--- config.mk ---
export PLATFORM = sky130hd
export DESIGN_NAME = id
export DESIGN_NICKNAME = d
export VERILOG_FILES = /design/src/rtl/id_pkg.sv /design/src/rtl/id_reg_file.sv /design/src/rtl/id.sv
export SDC_FILE = /design/constraint.sdc
export NUM_CORES = 1
export LEC_CHECK = 0
export CAP_MARGIN = 20
export CELL_PAD_IN_SITES_DETAIL_PLACEMENT = 1
export CELL_PAD_IN_SITES_GLOBAL_PLACEMENT = 1
export CORE_AREA = 3 3 285 287
export DETAILED_ROUTE_END_ITERATION = 10
export DIE_AREA = 0 0 288 290
export PLACE_DENSITY = 0.77
export SETUP_SLACK_MARGIN = 0.15
export SYNTH_ARGS = -nofsm -noshare
export SYNTH_HDL_FRONTEND = slang
export SYNTH_SLANG_ARGS = --single-unit
--- constraint.sdc ---
create_clock -name clk -period 2.1 [get_ports clk]
set_input_delay 0.315 -clock clk [delete_from_list [all_inputs] [get_ports clk]]
set_output_delay 0.315 -clock clk [all_outputs]
set_load 0.005 [all_outputs]
--- src/rtl/id_pkg.sv ---
// Shared definitions for the instruction-decode stage: field positions,
// opcode classes, datapath sizes and the class decoder.
package id_pkg;

  localparam int unsigned DATA_W = 32;
  localparam int unsigned REG_N  = 16;
  localparam int unsigned REG_AW = 4;
  localparam int unsigned IMM_W  = 16;
  localparam int unsigned OPC_W  = 7;
  localparam int unsigned CLS_W  = 4;

  localparam int unsigned OPC_HI   = 31;
  localparam int unsigned OPC_LO   = 25;
  localparam int unsigned IMMF_BIT = 24;
  localparam int unsigned RD_HI    = 23;
  localparam int unsigned RD_LO    = 20;
  localparam int unsigned RS_HI    = 19;
  localparam int unsigned RS_LO    = 16;
  localparam int unsigned IMM_HI   = 15;
  localparam int unsigned IMM_LO   = 0;

  localparam logic [CLS_W-1:0] OP_INT   = 4'b0000;
  localparam logic [CLS_W-1:0] OP_LOGIC = 4'b0001;
  localparam logic [CLS_W-1:0] OP_SHIFT = 4'b0010;
  localparam logic [CLS_W-1:0] OP_LDST  = 4'b0011;
  localparam logic [CLS_W-1:0] OP_BR0   = 4'b0100;
  localparam logic [CLS_W-1:0] OP_BR1   = 4'b0101;

  typedef struct packed {
    logic inte;
    logic logic_op;
    logic shift;
    logic ld;
    logic st;
    logic br;
  } ctrl_t;

  // Class is opcode[6:3]; opcode[2] separates store from load.
  function automatic ctrl_t decode_op(input logic [OPC_W-1:0] opc);
    ctrl_t c;
    c = '0;
    case (opc[6:3])
      OP_INT:         c.inte     = 1'b1;
      OP_LOGIC:       c.logic_op = 1'b1;
      OP_SHIFT:       c.shift    = 1'b1;
      OP_LDST:        if (opc[2]) c.st = 1'b1; else c.ld = 1'b1;
      OP_BR0, OP_BR1: c.br       = 1'b1;
      default:        c          = '0;
    endcase
    return c;
  endfunction

endpackage

--- src/rtl/id_reg_file.sv ---
// 16 x 32 register file: two asynchronous read ports with write-through
// bypass, one write port, synchronous clear.
module reg_file
  import id_pkg::*;
(
  input  logic              clk,
  input  logic              rst,
  input  logic              we,
  input  logic [REG_AW-1:0] wr_addr,
  input  logic [DATA_W-1:0] wr_data,
  input  logic [REG_AW-1:0] ra_a,
  input  logic [REG_AW-1:0] ra_b,
  output logic [DATA_W-1:0] rdata_a_c,
  output logic [DATA_W-1:0] rdata_b_c
);

  logic [DATA_W-1:0] mem [REG_N];

  always_ff @(posedge clk) begin
    if (rst) begin
      for (int i = 0; i < int'(REG_N); i++) mem[i] <= '0;
    end else if (we) begin
      mem[wr_addr] <= wr_data;
    end
  end

  // Same-cycle write wins so the decoder always sees the newest value.
  assign rdata_a_c = (we && (wr_addr == ra_a)) ? wr_data : mem[ra_a];
  assign rdata_b_c = (we && (wr_addr == ra_b)) ? wr_data : mem[ra_b];

endmodule

--- src/rtl/id.sv ---
// Instruction-decode stage: field split, operand read, class decode,
// immediate extension, load-use hazard detection and the ID/EX register.
module id
  import id_pkg::*;
(
  input  logic              clk,
  input  logic              rst,
  input  logic [31:0]       inst_i,
  input  logic              stall_i,
  input  logic              wb_i,
  input  logic [3:0]        wb_r_i,
  input  logic [31:0]       wb_data_i,
  output logic [31:0]       rd_value_o,
  output logic [31:0]       rs_value_o,
  output logic [31:0]       imm_value_o,
  output logic              immf_o,
  output logic              stall_o,
  output logic              ctrl_inte_o,
  output logic              ctrl_logic_o,
  output logic              ctrl_shift_o,
  output logic              ctrl_ld_o,
  output logic              ctrl_st_o,
  output logic              ctrl_br_o
);

  logic [REG_AW-1:0] rd_idx;
  logic [REG_AW-1:0] rs_idx;
  logic [IMM_W-1:0]  imm_raw;
  logic [DATA_W-1:0] rd_rdata;
  logic [DATA_W-1:0] rs_rdata;
  logic [DATA_W-1:0] imm_ext_c;
  ctrl_t             ctrl_c;
  logic              hazard_c;
  logic [REG_AW-1:0] ex_rd_q;

  assign rd_idx  = inst_i[RD_HI:RD_LO];
  assign rs_idx  = inst_i[RS_HI:RS_LO];
  assign imm_raw = inst_i[IMM_HI:IMM_LO];

  reg_file u_reg_file (
    .clk       (clk),
    .rst       (rst),
    .we        (wb_i),
    .wr_addr   (wb_r_i),
    .wr_data   (wb_data_i),
    .ra_a      (rs_idx),
    .ra_b      (rd_idx),
    .rdata_a_c (rs_rdata),
    .rdata_b_c (rd_rdata)
  );

  // Decode and extend; logic/shift/NOP take a zero-extended immediate.
  always_comb begin
    ctrl_c    = decode_op(inst_i[OPC_HI:OPC_LO]);
    imm_ext_c = {{(DATA_W-IMM_W){1'b0}}, imm_raw};
    if (ctrl_c.inte || ctrl_c.ld || ctrl_c.st || ctrl_c.br)
      imm_ext_c = {{(DATA_W-IMM_W){imm_raw[IMM_W-1]}}, imm_raw};
  end

  assign hazard_c = ctrl_ld_o && ((rs_idx == ex_rd_q) || (rd_idx == ex_rd_q));
  assign stall_o  = stall_i || hazard_c;

  // ID/EX register: frozen by downstream stall, all-zero bubble on hazard.
  always_ff @(posedge clk) begin
    if (rst || (!stall_i && hazard_c)) begin
      rd_value_o   <= '0;
      rs_value_o   <= '0;
      imm_value_o  <= '0;
      immf_o       <= 1'b0;
      ctrl_inte_o  <= 1'b0;
      ctrl_logic_o <= 1'b0;
      ctrl_shift_o <= 1'b0;
      ctrl_ld_o    <= 1'b0;
      ctrl_st_o    <= 1'b0;
      ctrl_br_o    <= 1'b0;
      ex_rd_q      <= '0;
    end else if (!stall_i) begin
      rd_value_o   <= rd_rdata;
      rs_value_o   <= rs_rdata;
      imm_value_o  <= imm_ext_c;
      immf_o       <= inst_i[IMMF_BIT];
      ctrl_inte_o  <= ctrl_c.inte;
      ctrl_logic_o <= ctrl_c.logic_op;
      ctrl_shift_o <= ctrl_c.shift;
      ctrl_ld_o    <= ctrl_c.ld;
      ctrl_st_o    <= ctrl_c.st;
      ctrl_br_o    <= ctrl_c.br;
      ex_rd_q      <= rd_idx;
    end
  end

endmodule

==> run metrics <==
status=finished, violations left; failing checks=setup timing; total CTS buffers=69; first-pass GRT wire length=~170,000 µm; Min Clock Period, post-route=2530 ps; pin count of the biggest net entering global routing=66; logic gate share of total power=14.1%; Clock Power Share=40.2%; worst min-delay path class=in2reg; nets=2,560; DRT antenna net count=0; TritonCTS Sinks=604; sequential power share=about 46%; sequential share of the synthesized area=54.7%; GRT busiest layer=met2; Pleak=0.0139 µW; setup slack after layout=-432 ps; GRT Total Usage=28.1%; commonest cells after routing, fill and taps aside=and2_1 (513), edfxtp_1 (512), mux4_2 (192); number of vias per cell=~6.3; Net Sw Power=about 8000 µW; mapped cell area=between 30,000 and 40,000 µm²; Antenna Cells=0; grt ovf=0; cells after synthesis=roughly 2,300; Worst Setup SP=ex_rd_q[1]$_SDFFE_PP0N_; Final Power=about 31,000 µW; drt total wl=119,000 µm; RSZ-0062 raised after global routing=true; post-synthesis register bit count=604; number of global-route vias before repair=24,593; Slew Viols, Final=0; IO buf count=173; DR DRC count=0; initial antenna violation count=3; Worst-Skew Late Latency=640 ps; row count=103; 1st-pass router iterations=5; synthesis warning total=0; Max Fclk=395 MHz; placed wire-length estimate=72,000 µm; final hold violations=0; number of synthesized flops with an enable pin=512; Via Count=22,737; Avg Inst Size Synth=13.9 µm²; area of the multi-input gates=13,500 µm²; Worst setup EP type=register; WP data required=2580 ps; htree depth=3; Top FF cell, synth=edfxtp_1; Worst Skew=between 20 and 30 ps; Finished Core Util=49.5%; Hold Buf Count CTS=0; initial DRC count=2,526; post-synth cell types=45; slew margin rel.=between 20% and 30%; ys async rst share=0%; CTS tree=yes; Slew @ Worst Pin=1100 ps; Area contributors post-synth=edfxtp_1 (49%), mux4_2 (14%), and2_1 (10%); Global Route met3 Usage=5.68%; Hold Path Stages=4; met2 GRT Util=46.3%; Initial Utilization=39.9%; GR Layer Usage met1=34.2%; die height=approximately 290 µm; number of filler cells placed in the layout=between 7,000 and 8,000; PD cells=797 nW/µm²; Final setup viols=93; Setup Crit Path Kind=reg2reg; register cell area after layout=around 17,000 µm²; core area=78,900 µm²; global placer's final weighted congestion=0.853; Die W=288 µm; Hold Startpoint=inst_i[21]; switch share=25.7%; share of cells above drive strength 1=29.7%; DR WL/cell=33.2 µm; Worst EP arrival=3010 ps; max_cap viols=0; Tcrit/Tclk final=121%; CTS max path bufs=3; most common cell after layout, fill and taps aside=and2_1; path depth of the worst reg2reg path=14; Mapped Nets=2,329; top cell type by total area after synthesis=edfxtp_1; Setup crit start kind=register; P_int=~23,000 µW; Worst VDD drop=0.548 mV; Max Fanout on Critical Path=6; area share of the largest cell type after synthesis=48.9%; Layout area overhead=24.0%; root buffer cell=clkbuf_16; setup slack, reg-to-reg=-430 ps; die area=about 84,000 µm²; Reg-to-Reg Start=ex_rd_q[1]$_SDFFE_PP0N_; clock transition at the registers of the reported paths=60 ps; Top Ports=176
==> per-stage QoR <==
| step | instances | TNS (ps) | cell area [µm²] | hold WS [ps] | setup slack [ps] |
|---|---|---|---|---|---|
| floorplan | 2257 | 0 | 31500 | 459 | 184 |
| global placement | 3441 | -186580 | 35800 | 462 | -320 |
| detailed placement | 3441 | -213270 | 35800 | 487 | -338 |
| CTS | 3590 | -21150 | 38600 | 199 | -284 |
| global route | 3594 | -35760 | 39000 | 336 | -436 |
| finish | 3594 | -35240 | 39000 | 318 | -432 |
==> synthesized netlist by cell type (all sizes together) (2+ instances only) <==
cell type	instances
buf	127
mux2i	163
o21ai	51
or2	48
a311oi	50
a21oi	16
a31oi	2
xor2	14
a211oi	14
mux2	50
nand3	17
xnor2	3
inv	2
o22ai	64
nor2	57
nand2b	3
clkbuf	110
nand2	68
nor3	7
mux4	192
and2	514
o21a	14
a22oi	3
a221oi	50
a32oi	2
nor2b	5
edfxtp	512
dfxtp	92
nor4	2
==> registers in the layout, summed over array words and instances, names as in the netlist, 4 cells and up <==
name,count
u_reg_file.mem,512
ex_rd_q,4
rs_value_o,32
imm_value_o,17
rd_value_o,32
==> power by group through the flow <==
stage / registers [µW] / clock network (µW) / logic [µW]
global route: 14300 / 13000 / 4560
detailed placement: 14400 / 0 / 4010
CTS: 14200 / 12600 / 4190
floorplan: 14200 / 0 / 2220
finish: 14200 / 12500 / 4370
global placement: 14400 / 0 / 3900
==> repair_timing <==
item	in CTS	in global routing
pin swaps	21	22
endpoints found under the setup margin	20	93
resized for setup	45	74
gates cloned	9	3
setup buffers	13	1
==> routing by layer <==
| layer | wire length (µm) | share of wire, % |
|---|---|---|
| met4 | 7190 | 6.0 |
| met2 | 57800 | 48 |
| met3 | 10600 | 8.9 |
| met5 | 11 | 0.0092 |
| met1 | 43700 | 37 |
==> logic make-up after synthesis <==
family | synth area share [%]
buffers and inverters | 4.21
xor gates and xnor gates | 0.473
muxes | 20.7
DFF | 54.7
AOI/OAI and AO/OA | 6.48
and+or+nand+nor | 13.4
==> worst max-delay path, stage by stage (launching register included) <==
cell and delay, ps:
dfxtp_2 330, xor2_1 160, nor4_1 350, o21ai_1 130, buf_4 150, buf_6 100
buf_6 100, buf_6 100, buf_6 100, buf_6 110, o21bai_4 180, buf_6 160
buf_12 170, buf_16 160, a311oi_2 50
==> path summary, 6_finish.rpt <==
path / endpoint
worst min register to register: imm_value_o[7]$_SDFFE_PP0N_
worst max-delay path: rd_value_o[26]$_SDFFE_PP0N_
worst max register to register: rd_value_o[26]$_SDFFE_PP0N_
worst min-delay path: ex_rd_q[1]$_SDFFE_PP0N_
==> area by class of cell <==
class	count	share of cell area [%]
sequential	604	44.2
multi-input combinational	1414	34.5
timing repair buffer	397	12.1
clock buffer	78	4.70
tap	1050	3.37
clock inverter	49	1.21
inverter	2	0.0192
No activity file was read; power rests on OpenSTA's default activity.
